File: config.mk
export PLATFORM = sky130hd
export DESIGN_NAME = overlapping_sequence_detector
export DESIGN_NICKNAME = d
export VERILOG_FILES = /design/src/rtl/overlapping_sequence_detector.sv
export SDC_FILE = /design/constraint.sdc
export NUM_CORES = 1
export LEC_CHECK = 0
export CORE_AREA = 2 2 39 41
export DETAILED_ROUTE_END_ITERATION = 10
export DIE_AREA = 0 0 41 43
export GPL_TIMING_DRIVEN = 0
export PLACE_DENSITY_LB_ADDON = 0.15
export SETUP_SLACK_MARGIN = 0.2
export SLEW_MARGIN = 20
export SYNTH_ARGS = -nofsm -noshare
export SYNTH_HDL_FRONTEND = slang
export SYNTH_SLANG_ARGS = --single-unit
File: constraint.sdc
create_clock -name clock -period 2.11 [get_ports clock]
set_input_delay 0.422 -clock clock [delete_from_list [all_inputs] [get_ports clock]]
set_output_delay 0.422 -clock clock [all_outputs]
set_load 0.05 [all_outputs]
File: src/rtl/overlapping_sequence_detector.sv
// Moore FSM that flags every occurrence of the serial pattern 0100110
// (first-received bit first), with overlapping matches allowed.
// State Sk means the most recent k bits equal the first k pattern bits;
// S7 is a complete match and is the only state that drives y_out high.
module overlapping_sequence_detector (
  output logic y_out,
  input  logic x_in,
  input  logic clock,
  input  logic reset
);

  typedef enum logic [2:0] {
    S0 = 3'd0,
    S1 = 3'd1,
    S2 = 3'd2,
    S3 = 3'd3,
    S4 = 3'd4,
    S5 = 3'd5,
    S6 = 3'd6,
    S7 = 3'd7
  } state_t;

  state_t state;
  state_t next_state;

  // State register; synchronous reset wins over any transition and discards partial matches.
  always_ff @(posedge clock) begin
    if (reset) begin
      state <= S0;
    end else begin
      state <= next_state;
    end
  end

  // Next state from the longest pattern prefix that is still a suffix of the received bits.
  always_comb begin
    next_state = S0;
    unique case (state)
      S0: next_state = x_in ? S0 : S1;
      S1: next_state = x_in ? S2 : S1;
      S2: next_state = x_in ? S0 : S3;
      S3: next_state = x_in ? S2 : S4;
      S4: next_state = x_in ? S5 : S1;
      S5: next_state = x_in ? S6 : S3;
      S6: next_state = x_in ? S0 : S7;
      S7: next_state = x_in ? S2 : S1;
      default: next_state = S0;
    endcase
  end

  // Output depends only on the registered state, so x_in never reaches y_out combinationally.
  always_comb begin
    y_out = (state == S7);
  end

endmodule

=== After elaboration in Yosys (flattened, before gate mapping) ===
Cells that the tools add are included.

* Word-level logic and storage cells: 18
* Bits in registers: 3
* Output and inout port bits: 1

* Muxes and demuxes: 8
* Reductions and logical operators: 2
* Equality and inequality tests: 7

{| class="wikitable"
|+ Operators by type and width
! kind !! count
|-
| $pmux W3 S7 || 1
|-
| $eq A3 B3 Y1 const B || 4
|-
| $mux W3 || 4
|-
| $eq A3 B2 Y1 const B || 2
|-
| $mux W2 || 2
|-
| $eq A3 B1 Y1 const B || 1
|-
| $logic_not A3 Y1 || 1
|-
| $reduce_or A2 Y1 || 1
|-
| $mux W1 || 1
|}

=== Longest topological paths before layout ===
Gate-level depths: netlist (run 1).

* Depth in word-level cells: 3
* Mapped depth: 3

=== Worst setup path before layout (run 1) ===
No wires, ideal clock.

* Kind: flip-flop to output port
* Start point: register state[1]
* End point: output port y_out
* Stages on the path, launching flop included: 2
* Buffers on the path: 0
* Slack: 851 ps
* Data arrival time: 837 ps
* Path through: dfxtp_1 > and3_1

* Word-level cells in the longest chain between the ends: 1

{| class="wikitable"
|+ Ends and longest elaborated chain
! element !! RTL line !! RTL
|-
| start: declaration || 23 || <nowiki>state_t state;</nowiki>
|-
| start signal: assignment || 31 || <nowiki>state <= next_state;</nowiki>
|-
| $eq A3 B3 Y1 || 53 || <nowiki>y_out = (state == S7);</nowiki>
|-
| end: declaration || 6 || <nowiki>output logic y_out,</nowiki>
|}

No other way between the ends.

=== Worst setup path after layout (run 1) ===
Ends and elaborated chain as after synthesis.

==> results of run 1 <==
-- through the flow --
stage | power (µW) | cells
after floorplan | 69.0 | 18
after global placement | 75.6 | 37
after detailed placement | 75.1 | 37
after CTS | 179 | 41
after global routing | 185 | 41
final | 173 | 41
-- final timing paths --
kind / end / slack (ns)
min reg2reg: state[1] / 0.53
min: state[1] / 0.53
max reg2reg: state[1] / 1.26
max: y_out / 0.38
-- layout make-up --
class,instances,share of cell area (%)
Clock buffer,4,12.3
Inverter,3,5.26
Multi-Input combinational cell,12,31.6
Sequential cell,3,28.1
Tap cell,16,9.36
Timing Repair Buffer,3,13.5
-- cells by family after synthesis --
group | count (synthesis) | synth area share, %
DFF | 3 | 43.2
buffers and inverters | 3 | 8.11
AOI/OAI and AO/OA | 6 | 21.6
and+or+nand+nor | 5 | 20.7
xor gates and xnor gates | 1 | 6.31
-- power by group --
group          switching [µW]  leakage (µW)  internal (µW)
logic                    5.08     0.0000511           6.47
registers                2.95     0.0000246           59.7
clock network            28.0     0.0000150           70.8
-- routing by layer --
layer  global-route usage (%)  vias to the layer above  part of all wire [%]
met2                     4.38                        4                    46
met3                     4.71                        0                   9.1
met1                     3.54                       51                    45
li1                         -                       74                     -
met4                     6.00                        0                     0
met5                        0                        -                     0
-- Yosys cell counts (all sizes together) --
| master | n |
|---|---|
| nand2 | 1 |
| inv | 3 |
| nor2b | 1 |
| and3 | 1 |
| dfxtp | 3 |
| nand3 | 2 |
| o21ai | 3 |
| xor2 | 1 |
| a21oi | 3 |
-- worst register-to-register path: stages (launching register included) --
cell and delay (ns):
sky130_fd_sc_hd__dfxtp_1 0.32, sky130_fd_sc_hd__nor2b_2 0.16, sky130_fd_sc_hd__o21ai_0 0.16, sky130_fd_sc_hd__a21oi_1 0.09
==> summary by stage, run 1 <==
Placement
The quantity of I/O buffers inserted on ports is 3. The post-place instance area is 189 µm². The final weighted congestion of routability-driven global placement is 0.638. OpenSTA, run right after detailed placement, puts the worst setup slack at 0.336 ns. The HPWL reported at the end of detailed placement is 204 µm.

Setup path
The number of buffers and inverters on the critical path is 1. Walking the worst path, the cells encountered are and3_1, dlygate4sd2_1. The family with the most delay on the worst path is buffers and inverters. The startpoint of the most critical register-to-register path is state[2]. STA classifies the critical path endpoint as an output port. The worst-path cell with the longest stage delay is sky130_fd_sc_hd__dlygate4sd2_1. The path length in cells of the critical path is 2. Tracing the worst setup path back leads to its startpoint at state[1].

The number of cells on the worst reg-to-reg path is 3. The worst setup path is launched from a register. STA puts the critical path data arrival time at 1.31 ns.

The critical path is of the register to output port type. The required time of the worst setup path is 1.69 ns. The maximum fanout along the worst path is 5. The worst stage delay on the critical path is 0.52 ns.

Finish
The fraction of final layout cells sized beyond drive strength 1 is 16.0%. The synthesis-to-layout area growth is 54.1%. The number of inserted filler cells in the final layout is 159. Summing all multi-input logic gate instances after layout gives 67.6 µm². In the layout the commonest cells are sky130_fd_sc_hd__inv_1 (3), sky130_fd_sc_hd__o21ai_0 (3), sky130_fd_sc_hd__a21oi_1 (3), sky130_fd_sc_hd__clkbuf_4 (3), sky130_fd_sc_hd__dfxtp_1 (3). The most flop-heavy register is state. The antenna diode count is 0. The storage element area is 60.1 µm². In the final layout, the registers with the most flip-flops are state: 3 flops. The final core utilization is 15.5%. The number of flip-flops in the largest register is 3. The net count of the finished layout is 29. The area of all placed cells without fillers is 214 µm².

Clock tree
Clock tree synthesis found a total of 3 sinks. The clock transition at the registers of the reported paths is 0.04 ns. The TritonCTS clock tree is done.

In this run, post-CTS hold repair placed 0 buffers. The root cell of the clock tree is sky130_fd_sc_hd__clkbuf_4. The number of buffers inserted to repair setup after CTS is 0. In this run, CTS created clock tree buffers numbering 3. The total number of H-tree levels is 1. For the worst-skew pair, the clock arrives at the later sink with an insertion delay of 0.23 ns. The post-cts gate resize count is 1. The largest buffer count on any clock path is 2.

Die
The initial core utilization is 10.0%. The floorplan step set the die width to 41 µm. Measured along the y axis, the die boundary spans 43 µm. The die footprint is 1760 µm². In this run the core area contains 14 standard-cell rows. The region available for standard cell placement spans 1380 µm². Pin placement for this block handled 4 I/O pins.

Global route
Global routing used 4.32% of the available tracks across all layers. Entering global routing, the biggest net connects 6 pins. The via count of the first global-routing pass came to 125.

The number of antenna violations at the first check in global routing was 0. The wire length of the first global-routing pass is 414 µm. The remaining global-route overflow is 0.

Timing
The summed negative setup slack over all endpoints is 0 ns. After layout, the worst path uses 82.2% of the clock period. The number of max-slew violations in the final report was 0. For the pin with the worst max-slew slack, the measured transition is 0.483 ns. The number of failing setup endpoints in the final timing report is 0.

The maximum clock rate is 577 MHz. Hold is met by 0.534 ns. For the finished layout, the period the worst path requires is 1.73 ns. The final hold violation count is 0. The worst max-slew margin expressed relative to the limit is 68.0%. Setup repair after global routing left no endpoint under its margin. Setup slack on the critical path of the routed design comes to 0.376 ns. The final clock skew is 0.00162 ns.

Yosys
The proportion of synthesized chip area in sequential cells is 43.2%. The top cell type's share of synthesized area is 43.2%. The cell area that synthesis handed to floorplanning was 139 µm². For this run, the number of Yosys warnings is 0. The gate count after technology mapping is 18. By area the synthesized netlist is led by sky130_fd_sc_hd__dfxtp_1 (43%), sky130_fd_sc_hd__a21oi_1 (11%), sky130_fd_sc_hd__o21ai_0 (11%). Averaged over all synthesized cells, the footprint is 7.72 µm². The number of library cell types mapped by synthesis is 9. The post-synthesis cell type with the largest combined area is sky130_fd_sc_hd__dfxtp_1. The number of storage elements in the synthesis netlist is 3. The post-synth net total is 21.

Detailed routing
The number of DRC violations after detailed routing is 0. The count of nets left with antenna violations after detail routing is 0. The first routing iteration left 2 violations. After detailed routing, the total wire length is 285 µm.

The routed length per instance is 6.95 µm. Detailed routing inserted a total of 129 vias. The first-pass iteration count of the detailed router is 2.

In the routed layout, each cell is associated on average with a via count of 3.15.

Power
In this run the power density over the cells is 808 nW/µm². For this design the static power due to leakage is 0.0000907 µW. The worst supply voltage drop on vdd is 0.107 mV.

Flow run
The max-cap violation count is 0.

Worst hold path
The startpoint identified for the worst hold timing path is state[0]. The worst hold path depth is 2. The type of the worst min-delay path is register to register.

Outcome
The run finished with clean final reports.
No activity file was read; power rests on OpenSTA's default activity.
==> run 2: changes to the inputs <==
==> constraint.sdc (replaced) <==
create_clock -name clock -period 1.4 [get_ports clock]
set_input_delay 0.28 -clock clock [delete_from_list [all_inputs] [get_ports clock]]
set_output_delay 0.28 -clock clock [all_outputs]
set_load 0.05 [all_outputs]
==> run 2 against run 1 <==
Net effect:
- via count increased by 11%
- critical path depth stayed put
- clock power rose by 51%
- cell area grew 14%
- worst setup slack worse by 0.15 ns
- critical endpoint unchanged
==> summary by stage, run 2 (synthesis results as in run 1) <==
Outcome
The flow ran to the end, and the final reports show no timing, DRC or antenna violations.

Detailed routing
The routed length per instance came to 8.14 µm (+17%). The amount of wire on met2 after detailed routing was 183 µm (+40%). The count of nets left with antenna violations after detail routing came to 0 (unchanged). The via density per instance came to 3.33 (+5.7%).

The total wirelength of the detailed-routed design was 350 µm (+23%). The routed wire length on met3 is 26 µm (unchanged). The number of DRC violations after detailed routing came to 0 (unchanged). The sum of routed wire segments on met1 is 140 µm (+10%). The DRC violation total after the first TritonRoute iteration was 0 (-2). The number of vias after detailed routing is 143 (+11%).

The first-pass iteration count of the detailed router is 1 (-1). The top layer reached by signal wires is met3.

Clock tree
The largest buffer count on any clock path is 2 (unchanged). The total number of H-tree levels is 1 (unchanged). The sink count of the clock tree is 3 (unchanged). The TritonCTS buffer count came to 3 (unchanged).

The clock insertion delay at the later pin of the skew report was 0.23 ns (about the same). The clock transition at the registers of the reported paths is 0.04 ns (about the same). The hold buffer count at CTS came to 0 (unchanged). TritonCTS built the clock tree.

The root cell of the clock tree is sky130_fd_sc_hd__clkbuf_4.

Setup path
The required time of the worst setup path is 1.12 ns (-0.57 ns). The number of buffers and inverters on the critical path came to 1 (unchanged). The maximum fanout along the worst path came to 4 (-1).

The critical path is of the register to output port type. The worst flop-to-flop path endpoint is state[2]. The number of cells on the worst reg-to-reg path is 4 (+1). The family with the most delay on the worst path is flip-flops. The sort of element at the start of the critical path is a register. The critical path capture point is y_out. The worst-path cell with the longest stage delay is sky130_fd_sc_hd__dfxtp_2. In this run the worst setup path begins at state[0]. The path length in cells of the critical path is 2 (unchanged). The worst-case register-to-register setup slack is 0.50 ns (-0.76 ns). The critical path goes through and3_4, buf_8.

The startpoint identified for the worst register-to-register timing path is state[2]. The worst stage delay on the critical path is 0.35 ns (-0.17 ns). The data arrival time of the critical path is 0.90 ns (-0.41 ns). The worst setup path is captured at an output port.

Placement
The worst slack after detailed placement is -0.232 ns (-0.568 ns). The post-place instance area is 189 µm² (unchanged). The quantity of I/O buffers inserted on ports is 3 (unchanged). The final weighted congestion of routability-driven global placement is 0.638 (unchanged).

The HPWL reported at the end of detailed placement is 204 µm (unchanged).

Worst hold path
The worst hold path depth is 2 (unchanged). The tightest min-delay check is of the register to register type.

Timing
The final clock skew is 0.00211 ns (+0.000489 ns). The number of failing setup endpoints in the final timing report is 0 (unchanged). Setup repair after global routing left no endpoint under its margin. The maximum clock rate is 850 MHz. The slew at the pin closest to its max-slew limit is 0.169 ns (-0.314 ns). The worst max-slew margin expressed relative to the limit is 88.6% (+21 points). The worst hold slack across all endpoints is 0.526 ns (-0.00872 ns). The routed design could run at a clock period as short as 1.18 ns.

The final hold violation count came to 0 (unchanged). The number of max-slew violations in the final report came to 0 (unchanged). The final setup slack of the worst path is 0.224 ns (-0.152 ns). Of the available clock period, the critical path in the final layout requires 84.0%.

Global route
The remaining global-route overflow is 0 (unchanged). The wire length of the first global-routing pass is 552 µm (+33%). The pin count of the biggest net entering global routing is 5 (-1). The via count of the first global-routing pass is 160 (+28%).

The overall track demand over capacity in global routing came to 5.52% (+1.2 points). The number of antenna violations at the first check in global routing is 0 (unchanged).

Finish
The largest registers in the layout are state: 3 flops. The area of all placed cells without fillers is 244 µm² (+14%). The final net count is 31 (+6.9%). The antenna diode count is 0 (unchanged). The synthesis-to-layout area growth is 75.7%. The final core utilization is 17.6% (+2.2 points). Ranked by flip-flop count, first place goes to state. The library cells used most frequently in the layout, excluding fill and tap cells, are sky130_fd_sc_hd__inv_1 (3), sky130_fd_sc_hd__o21ai_0 (3), sky130_fd_sc_hd__a21oi_1 (3), sky130_fd_sc_hd__clkbuf_4 (3), sky130_fd_sc_hd__dfxtp_2 (3). The fraction of final layout cells sized beyond drive strength 1 is 40.7% (+25 points). The number of flip-flops in the largest register is 3 (unchanged).

Die
The die footprint is 1760 µm² (unchanged). The I/O pin total is 4 (unchanged). The height of the die came to 43 µm (unchanged). The initial core utilization is 10.0% (unchanged). The core box area is 1380 µm² (unchanged). The floorplan die width came to 41 µm (unchanged).

The number of standard-cell rows in the floorplan is 14 (unchanged).

Flow run
The max-cap violation count is 0 (unchanged).

Power
The total power consumption of the routed design is 266 µW (+54%). The leakage component of the power is 0.0000995 µW (+9.7%). The power density normalized to cell area was 1090 nW/µm² (+35%).

The worst supply voltage drop on vdd is 0.160 mV (+49%).
run 2: worst min-delay path by stage:
stage	startpoint	to
after detailed placement	state[0]	state[1]
after CTS	state[0]	state[1]
after global routing	state[0]	state[1]
final	state[0]	state[1]
after global placement	state[0]	state[1]
after floorplan	reset	state[0]
run 2: per-layer routing:
metal / vias to the layer above / track usage [%]
li1: 77 / -
met5: - / 0
met1: 62 / 3.86
met4: 0 / 6.00
met3: 0 / 4.71
met2: 4 / 7.81
run 2: layout make-up:
class	count	area (µm²)
timing repair buffer	5	50.0
inverter	3	11.3
sequential	3	63.8
multi-input combinational	12	72.6
clock buffer	4	26.3
tap	16	20.0
fill	159	1140
run 2: what timing repair did:
item                                    CTS  global route
resized for setup                        12             0
endpoints found under the setup margin    1             1
pin swaps                                 0             0
setup buffers                             1             1
run 2: power by group:
| part | total (µW) | internal [µW] | switching, µW |
|---|---|---|---|
| Clock | 149 | 107 | 42.7 |
| Combinational | 21.9 | 11.8 | 10.1 |
| Sequential | 94.4 | 90.9 | 3.59 |
| Total | 266 | 209 | 56.4 |
run 2: metrics by stage:
stage / cells / TNS [ns]
global placement: 37 / -0.246
finish: 43 / 0
floorplan: 18 / 0
CTS: 42 / 0
detailed placement: 37 / -0.232
global route: 43 / 0
run 2: tightest hold or removal path, cell delays in order, from the launching register on:
cell and delay, ns:
sky130_fd_sc_hd__dfxtp_2 0.33, sky130_fd_sc_hd__o21ai_0 0.08, sky130_fd_sc_hd__a21oi_1 0.07
